[config.mk]
export PLATFORM = sky130hd
export DESIGN_NAME = omok_btn_cond_flat
export DESIGN_NICKNAME = d
export VERILOG_FILES = /design/src/rtl/omok_pkg.sv /design/src/rtl/omok_btn_cond_if.sv /design/src/rtl/omok_debounce.sv /design/src/rtl/omok_btn_cond.sv /design/src/flat_wrapper.sv
export SDC_FILE = /design/constraint.sdc
export NUM_CORES = 1
export LEC_CHECK = 0
export BUFFER_PORTS_ARGS = -buffer_cell sky130_fd_sc_hd__buf_2
export CORE_MARGIN = 5
export CORE_UTILIZATION = 30
export CTS_BUF_LIST = sky130_fd_sc_hd__clkbuf_2 sky130_fd_sc_hd__clkbuf_4 sky130_fd_sc_hd__clkbuf_8
export DETAILED_ROUTE_END_ITERATION = 12
export SETUP_SLACK_MARGIN = 0.4
export SLEW_MARGIN = 5
export SYNTH_ARGS = -nofsm -noshare
export SYNTH_HDL_FRONTEND = slang
export SYNTH_HIERARCHICAL = 1
export SYNTH_SLANG_ARGS = --single-unit
export TNS_END_PERCENT = 20
[constraint.sdc]
create_clock -name clk -period 1.95 [get_ports clk]
set_clock_uncertainty 0.15 [all_clocks]
set_input_delay 0.0975 -clock clk [delete_from_list [all_inputs] [get_ports clk]]
set_output_delay 0.0975 -clock clk [all_outputs]
set_load 0.05 [all_outputs]
[src/rtl/omok_pkg.sv]
// omok_pkg: shared button indices, priority order and default timing for the OMOK button conditioner.
package omok_pkg;
   localparam int NB = 6;
   localparam int DEF_DEB_CYCLES   = 4;
   localparam int DEF_REPEAT_DELAY = 20;
   localparam int DEF_REPEAT_RATE  = 8;
   typedef logic [NB-1:0] btn_vec_t;
   // Enumeration order is the arbiter priority: lowest index wins.
   typedef enum logic [2:0] {
      BTN_PUT   = 3'd0,
      BTN_UNDO  = 3'd1,
      BTN_UP    = 3'd2,
      BTN_DOWN  = 3'd3,
      BTN_LEFT  = 3'd4,
      BTN_RIGHT = 3'd5
   } btn_idx_e;
   localparam btn_vec_t DIR_MASK = 6'b111100;
   function automatic btn_vec_t prio_pick(btn_vec_t v);
      return v & (~v + btn_vec_t'(1));
   endfunction
endpackage

[src/rtl/omok_btn_cond_if.sv]
// omok_btn_cond_if: raw push-button levels in, one-cycle game commands out.
interface omok_btn_cond_if;
   logic btn_left, btn_right, btn_up, btn_down, btn_put, btn_undo;
   logic left, right, up, down, put, undo;
   modport master (
      output btn_left, btn_right, btn_up, btn_down, btn_put, btn_undo,
      input  left, right, up, down, put, undo
   );
   modport slave (
      input  btn_left, btn_right, btn_up, btn_down, btn_put, btn_undo,
      output left, right, up, down, put, undo
   );
endinterface

[src/rtl/omok_debounce.sv]
// omok_debounce: 2-flop synchronizer, consecutive-cycle debounce and registered rising-edge pulse for one button.
module omok_debounce #(
   parameter int DEB_CYCLES = 4
) (
   input  logic clk,
   input  logic rst,
   input  logic raw,
   output logic lvl,
   output logic rise
);
   localparam int CW = $clog2(DEB_CYCLES);
   logic s1, s2;
   logic [CW-1:0] cnt;
   logic done;
   assign done = (s2 != lvl) && (cnt == CW'(DEB_CYCLES - 1));
   always_ff @(posedge clk) begin
      if (rst) begin
         s1   <= 1'b0;
         s2   <= 1'b0;
         cnt  <= '0;
         lvl  <= 1'b0;
         rise <= 1'b0;
      end else begin
         s1   <= raw;
         s2   <= s1;
         cnt  <= (s2 == lvl || done) ? '0 : cnt + CW'(1);
         lvl  <= done ? s2 : lvl;
         rise <= done & s2;
      end
   end
endmodule

[src/rtl/omok_btn_cond.sv]
// omok_btn_cond: conditions six raw buttons into prioritized one-cycle command pulses with direction auto-repeat.
module omok_btn_cond
   import omok_pkg::*;
#(
   parameter int DEB_CYCLES   = DEF_DEB_CYCLES,
   parameter int REPEAT_DELAY = DEF_REPEAT_DELAY,
   parameter int REPEAT_RATE  = DEF_REPEAT_RATE
) (
   input logic clk,
   input logic rst,
   omok_btn_cond_if.slave bus
);
   localparam int HMAX = (REPEAT_DELAY > REPEAT_RATE) ? REPEAT_DELAY : REPEAT_RATE;
   localparam int HW   = $clog2(HMAX + 1);
   btn_vec_t raw, lvl, rise, rep, pend, pend_nx, grant, cmd;
   assign raw = {bus.btn_right, bus.btn_left, bus.btn_down, bus.btn_up, bus.btn_undo, bus.btn_put};
   for (genvar i = 0; i < NB; i++) begin : g_btn
      omok_debounce #(.DEB_CYCLES(DEB_CYCLES)) u_deb (
         .clk  (clk),
         .rst  (rst),
         .raw  (raw[i]),
         .lvl  (lvl[i]),
         .rise (rise[i])
      );
      if (DIR_MASK[i]) begin : g_rep
         // ph=0 waits out the initial delay, ph=1 paces the repeat rate.
         logic [HW-1:0] cnt;
         logic ph;
         assign rep[i] = lvl[i] & (cnt == (ph ? HW'(REPEAT_RATE) : HW'(REPEAT_DELAY)));
         always_ff @(posedge clk) begin
            if (rst || !lvl[i]) begin
               cnt <= '0;
               ph  <= 1'b0;
            end else begin
               cnt <= rep[i] ? HW'(1) : (&cnt ? cnt : cnt + HW'(1));
               ph  <= ph | rep[i];
            end
         end
      end else begin : g_norep
         assign rep[i] = 1'b0;
      end
   end
   // New events join the pending set in the same cycle they are arbitrated.
   assign pend_nx = pend | rise | rep;
   assign grant   = prio_pick(pend_nx);
   always_ff @(posedge clk) begin
      if (rst) begin
         pend <= '0;
         cmd  <= '0;
      end else begin
         pend <= pend_nx & ~grant;
         cmd  <= grant;
      end
   end
   assign bus.put   = cmd[BTN_PUT];
   assign bus.undo  = cmd[BTN_UNDO];
   assign bus.up    = cmd[BTN_UP];
   assign bus.down  = cmd[BTN_DOWN];
   assign bus.left  = cmd[BTN_LEFT];
   assign bus.right = cmd[BTN_RIGHT];
endmodule
[src/flat_wrapper.sv]
// flat-port wrapper written by rule: the top's interface ports become plain ports
module omok_btn_cond_flat import omok_pkg::*;
#(
   parameter int DEB_CYCLES   = DEF_DEB_CYCLES,
   parameter int REPEAT_DELAY = DEF_REPEAT_DELAY,
   parameter int REPEAT_RATE  = DEF_REPEAT_RATE
)
  (clk, rst, bus_btn_left, bus_btn_right, bus_btn_up, bus_btn_down, bus_btn_put, bus_btn_undo, bus_left, bus_right, bus_up, bus_down, bus_put, bus_undo);
  omok_btn_cond_if bus_i ();
  input logic clk;
  input logic rst;
  input wire logic [$bits(bus_i.btn_left)-1:0] bus_btn_left;
  input wire logic [$bits(bus_i.btn_right)-1:0] bus_btn_right;
  input wire logic [$bits(bus_i.btn_up)-1:0] bus_btn_up;
  input wire logic [$bits(bus_i.btn_down)-1:0] bus_btn_down;
  input wire logic [$bits(bus_i.btn_put)-1:0] bus_btn_put;
  input wire logic [$bits(bus_i.btn_undo)-1:0] bus_btn_undo;
  output wire logic [$bits(bus_i.left)-1:0] bus_left;
  output wire logic [$bits(bus_i.right)-1:0] bus_right;
  output wire logic [$bits(bus_i.up)-1:0] bus_up;
  output wire logic [$bits(bus_i.down)-1:0] bus_down;
  output wire logic [$bits(bus_i.put)-1:0] bus_put;
  output wire logic [$bits(bus_i.undo)-1:0] bus_undo;
  assign bus_i.btn_left = bus_btn_left;
  assign bus_i.btn_right = bus_btn_right;
  assign bus_i.btn_up = bus_btn_up;
  assign bus_i.btn_down = bus_btn_down;
  assign bus_i.btn_put = bus_btn_put;
  assign bus_i.btn_undo = bus_btn_undo;
  assign bus_left = bus_i.left;
  assign bus_right = bus_i.right;
  assign bus_up = bus_i.up;
  assign bus_down = bus_i.down;
  assign bus_put = bus_i.put;
  assign bus_undo = bus_i.undo;
  omok_btn_cond #(.DEB_CYCLES(DEB_CYCLES), .REPEAT_DELAY(REPEAT_DELAY), .REPEAT_RATE(REPEAT_RATE)) u_core (.clk(clk), .rst(rst), .bus(bus_i));
endmodule
==> flow_summary.toml <==
[logic_synthesis]
synth-seq-cells = 71
synth_area_leader_cell = "dfxtp_1"
ys_top_cells_by_area = "dfxtp_1 51%, ha_1 8.0%, mux2i_1 5.0%, nor2b_1 4.7%, and4bb_2 3.6%"
syn_inst = 250
yosysUniqueCellTypes = 30
ys_seq_area_share_pct = 50.58
yosys_warnings = 6
yosysTopAreaCellShare_pct = 50.58
syn_avg_cell_area_um2 = 11.24
synth_nets = 276
syn_area_mm2 = 0.002810

[global_routing]
use_met1_pct = 10.65
grt_usage_pct = 8.848
met3_usage_pct = 4.275
busiest_layer = "met2"
grt_max_degree = 21
grt_pass1_vias = 1850
antenna_found_initial = 0
grt_pass1_wl_mm = 8.073
overflow = 0
gr-usage-met2_pct = 13.80

[clocking]
cts_buffers = 9
clk_pin_slew_ns = 0.07
clock_path_buffers = 2
cts_tree = "yes"
htreeDepth = 3
worst_skew_pair.late_latency_ns = 0.34
root_buffer = "clkbuf_8"
numClockSinks = 71

[timing]
setup_ws_ns = 0.4014
worstMarginPinSlew_ns = 0.3502
whs_ns = 0.2812
slew_violations = 0
setup-violations-final = 0
min_period_over_period_pct = 79.42
clock.fmax_mhz = 645.7
period_minus_slack_ns = 1.549
rsz0062_at_grt = "true"
relSlewSlack_pct = 76.60
hold_violations = 0
fin_tns_setup_ns = 0

[worst_setup_path]
cp-end-kind = "register"
slowest_stage = "dfxtp_2"
path_cells = "ha_4, and3_4, ha_4, nand4b_1, xor2_1, nor2_2"
cpMostUsedCell = "ha_4"
worstPathArrival_ns = 1.63
cpLargestDelayFamily = "simple AND/OR/NAND/NOR gates"
critical_path.max_stage_delay_ns = 0.35
startpoint_type = "register"
path_buf_inv = 0
required_ns = 2.03
path_depth = 6
r2r_start = "u_core/g_btn[2].g_rep.cnt[1]$_SDFFE_PP0N_"
critPathKind = "reg -> reg"
worstPathMaxFanout = 5
ff2ff_path_depth = 6
r2r_end = "u_core/g_btn[2].g_rep.cnt[3]$_SDFFE_PP0N_"
rrSetupSlack_ns = 0.40

[worst_hold_path]
hold_end = "u_core/g_btn[4].u_deb/cnt[0]$_SDFF_PP0_"
holdPathStages = 1
min_from = "u_core/g_btn[4].u_deb/cnt[0]$_SDFF_PP0_"
holdCritPathClass = "reg -> reg"

[power]
irDropWorstVdd_mv = 0.4331
p_comb_share_pct = 2.1
power_density_mw_per_mm2 = 805.5
pwr-share-seq_pct = 50.0
switching_share_pct = 19.04
power.leakage_nw = 1.377
clock_power_share_pct = 47.9
p_int_mw = 2.373
p_switching_mw = 0.5581
fin_total_pwr_mw = 2.931

[final_layout]
layoutNonFillerInstCount = 411
fill_cells = 899
diodes = 0
drive_gt1_share_pct = 32.33
design_area_mm2 = 0.003638
area_growth_pct = 29.47
fin_nets = 321
finish.utilization_pct = 39.56

[drt]
finalWirelength_mm = 4.612
drt_iter0_drc = 63
dr.pass1.iters = 4
via_per_inst = 4.526
vias = 1860
drc_errors = 0
drtAntennaViolNets = 0
post_drt_wl_per_cell_um = 11.22

[floorplanning]
io_pins = 14
start_util_pct = 30.56
die_h_um = 106.8
fp-row-count = 35
core-area_mm2 = 0.009196
die_w_um = 106.8
die-area_mm2 = 0.01140

[flow_run]
cap_viol_max_count = 0

[placed_design]
post-place-ws_ns = 0.2997
dp_cells = 376
place.gp.congestion = 0.6996
io_buffer_count = 13
place_hpwl_mm = 3.025
dpl_cell_area_mm2 = 0.003048

[status]
status = "completed"
[cells in the mapped netlist]
library cell  number
a21boi_0           2
a21o_1             1
a21oi_1            3
and3_1             4
and4_1             1
and4bb_1           2
and4bb_2           8
clkbuf_1           1
dfxtp_1           71
ha_1              18
inv_1              9
mux2i_1           14
nand2_1            3
nand2b_1           3
nand4_1            1
nand4b_1           4
nor2_1            25
nor2b_1           21
nor3_1            11
nor3_2             1
nor3b_1            1
nor4_1             6
nor4b_2            6
nor4bb_1           4
o211a_1            3
o211ai_1           3
o21a_1             4
or3_1              2
xnor2_1           11
xor2_1             7
[sequential cells by signal (all words and copies together) (netlist names)]
signal / count
u_core/g_btn.u_deb/s1: 6
u_core/g_btn.g_rep.ph: 4
u_core/g_btn.u_deb/lvl: 6
u_core/g_btn.g_rep.cnt: 20
u_core/pend: 5
u_core/g_btn.u_deb/rise: 6
u_core/g_btn.u_deb/cnt: 12
u_core/cmd: 6
u_core/g_btn.u_deb/s2: 6
[repair_timing]
item,in CTS,in global routing
resized for setup,21,29
endpoints found under the hold margin,9,0
pin swaps,5,10
setup buffers,6,6
hold buffers,7,0
endpoints found under the setup margin,14,23
[layout make-up]
type	count	area [um^2]	area share, %
multi-input cells	169	1508	41.44
well taps	111	138.9	3.817
repair buffers	35	260.3	7.153
flip-flops and latches	71	1453	39.92
clock inverters	6	107.6	2.957
inverters	9	33.78	0.9285
clock buffers	10	137.6	3.783
[cells in the final DEF (no fill, tap or decap), types with 6 or more instances in the layout]
cell type      Yosys  layout
mux2i_1           14      12
inv_1              9       9
buf_2              0      13
ha_1              18      12
nor4_1             6       6
buf_4              0      14
nor4b_2            6       6
ha_4               0       6
and4bb_2           8       8
dlygate4sd3_1      0       7
clkbuf_8           0      10
dfxtp_1           71      54
dfxtp_2            0      13
xor2_1             7       7
nor2b_1           21      21
xnor2_1           11      11
nor3_1            11       9
nor2_1            25      22
[power groups by stage]
stage,sequential (mW),combinational [mW],clock [mW]
3_3_place_gp,1.50,0.0508,0
5_1_grt,1.47,0.0691,1.53
3_5_place_dp,1.51,0.0522,0
4_1_cts,1.47,0.0627,1.46
6_report,1.47,0.0613,1.40
2_1_floorplan,1.50,0.0220,0
[routing by layer]
metal / vias to the layer above / part of all wire, %
li1: 978 / -
met1: 856 / 48
met2: 22 / 46
met3: 4 / 5.1
met4: 0 / 0.85
met5: - / 0
[kinds of logic after synthesis]
group | share of synthesized area (%)
buffers and inverters | 1.335
xor gates and xnor gates | 5.610
DFF | 50.58
adders and majority gates | 8.014
and+or+nand+nor | 25.20
muxes | 4.986
AOI/OAI and AO/OA | 4.274
[worst max path at each step]
| stage | from | endpoint | slack [ns] |
|---|---|---|---|
| 2_1_floorplan | u_core/g_btn[5].g_rep.cnt[0]$_SDFFE_PP0P_ | u_core/g_btn[5].g_rep.cnt[3]$_SDFFE_PP0N_ | 0.39 |
| 3_3_place_gp | u_core/g_btn[1].u_deb/rise$_SDFF_PP0_ | u_core/cmd[4]$_SDFF_PP0_ | 0.28 |
| 3_5_place_dp | u_core/g_btn[2].g_rep.cnt[0]$_SDFFE_PP0P_ | u_core/g_btn[2].g_rep.cnt[3]$_SDFFE_PP0N_ | 0.30 |
| 4_1_cts | u_core/g_btn[2].g_rep.cnt[0]$_SDFFE_PP0P_ | u_core/g_btn[2].g_rep.cnt[3]$_SDFFE_PP0N_ | 0.40 |
| 5_1_grt | u_core/g_btn[3].g_rep.cnt[3]$_SDFFE_PP0N_ | u_core/cmd[4]$_SDFF_PP0_ | 0.32 |
| 6_report | u_core/g_btn[2].g_rep.cnt[1]$_SDFFE_PP0N_ | u_core/g_btn[2].g_rep.cnt[3]$_SDFFE_PP0N_ | 0.40 |
(Power assumes the default switching activity.)
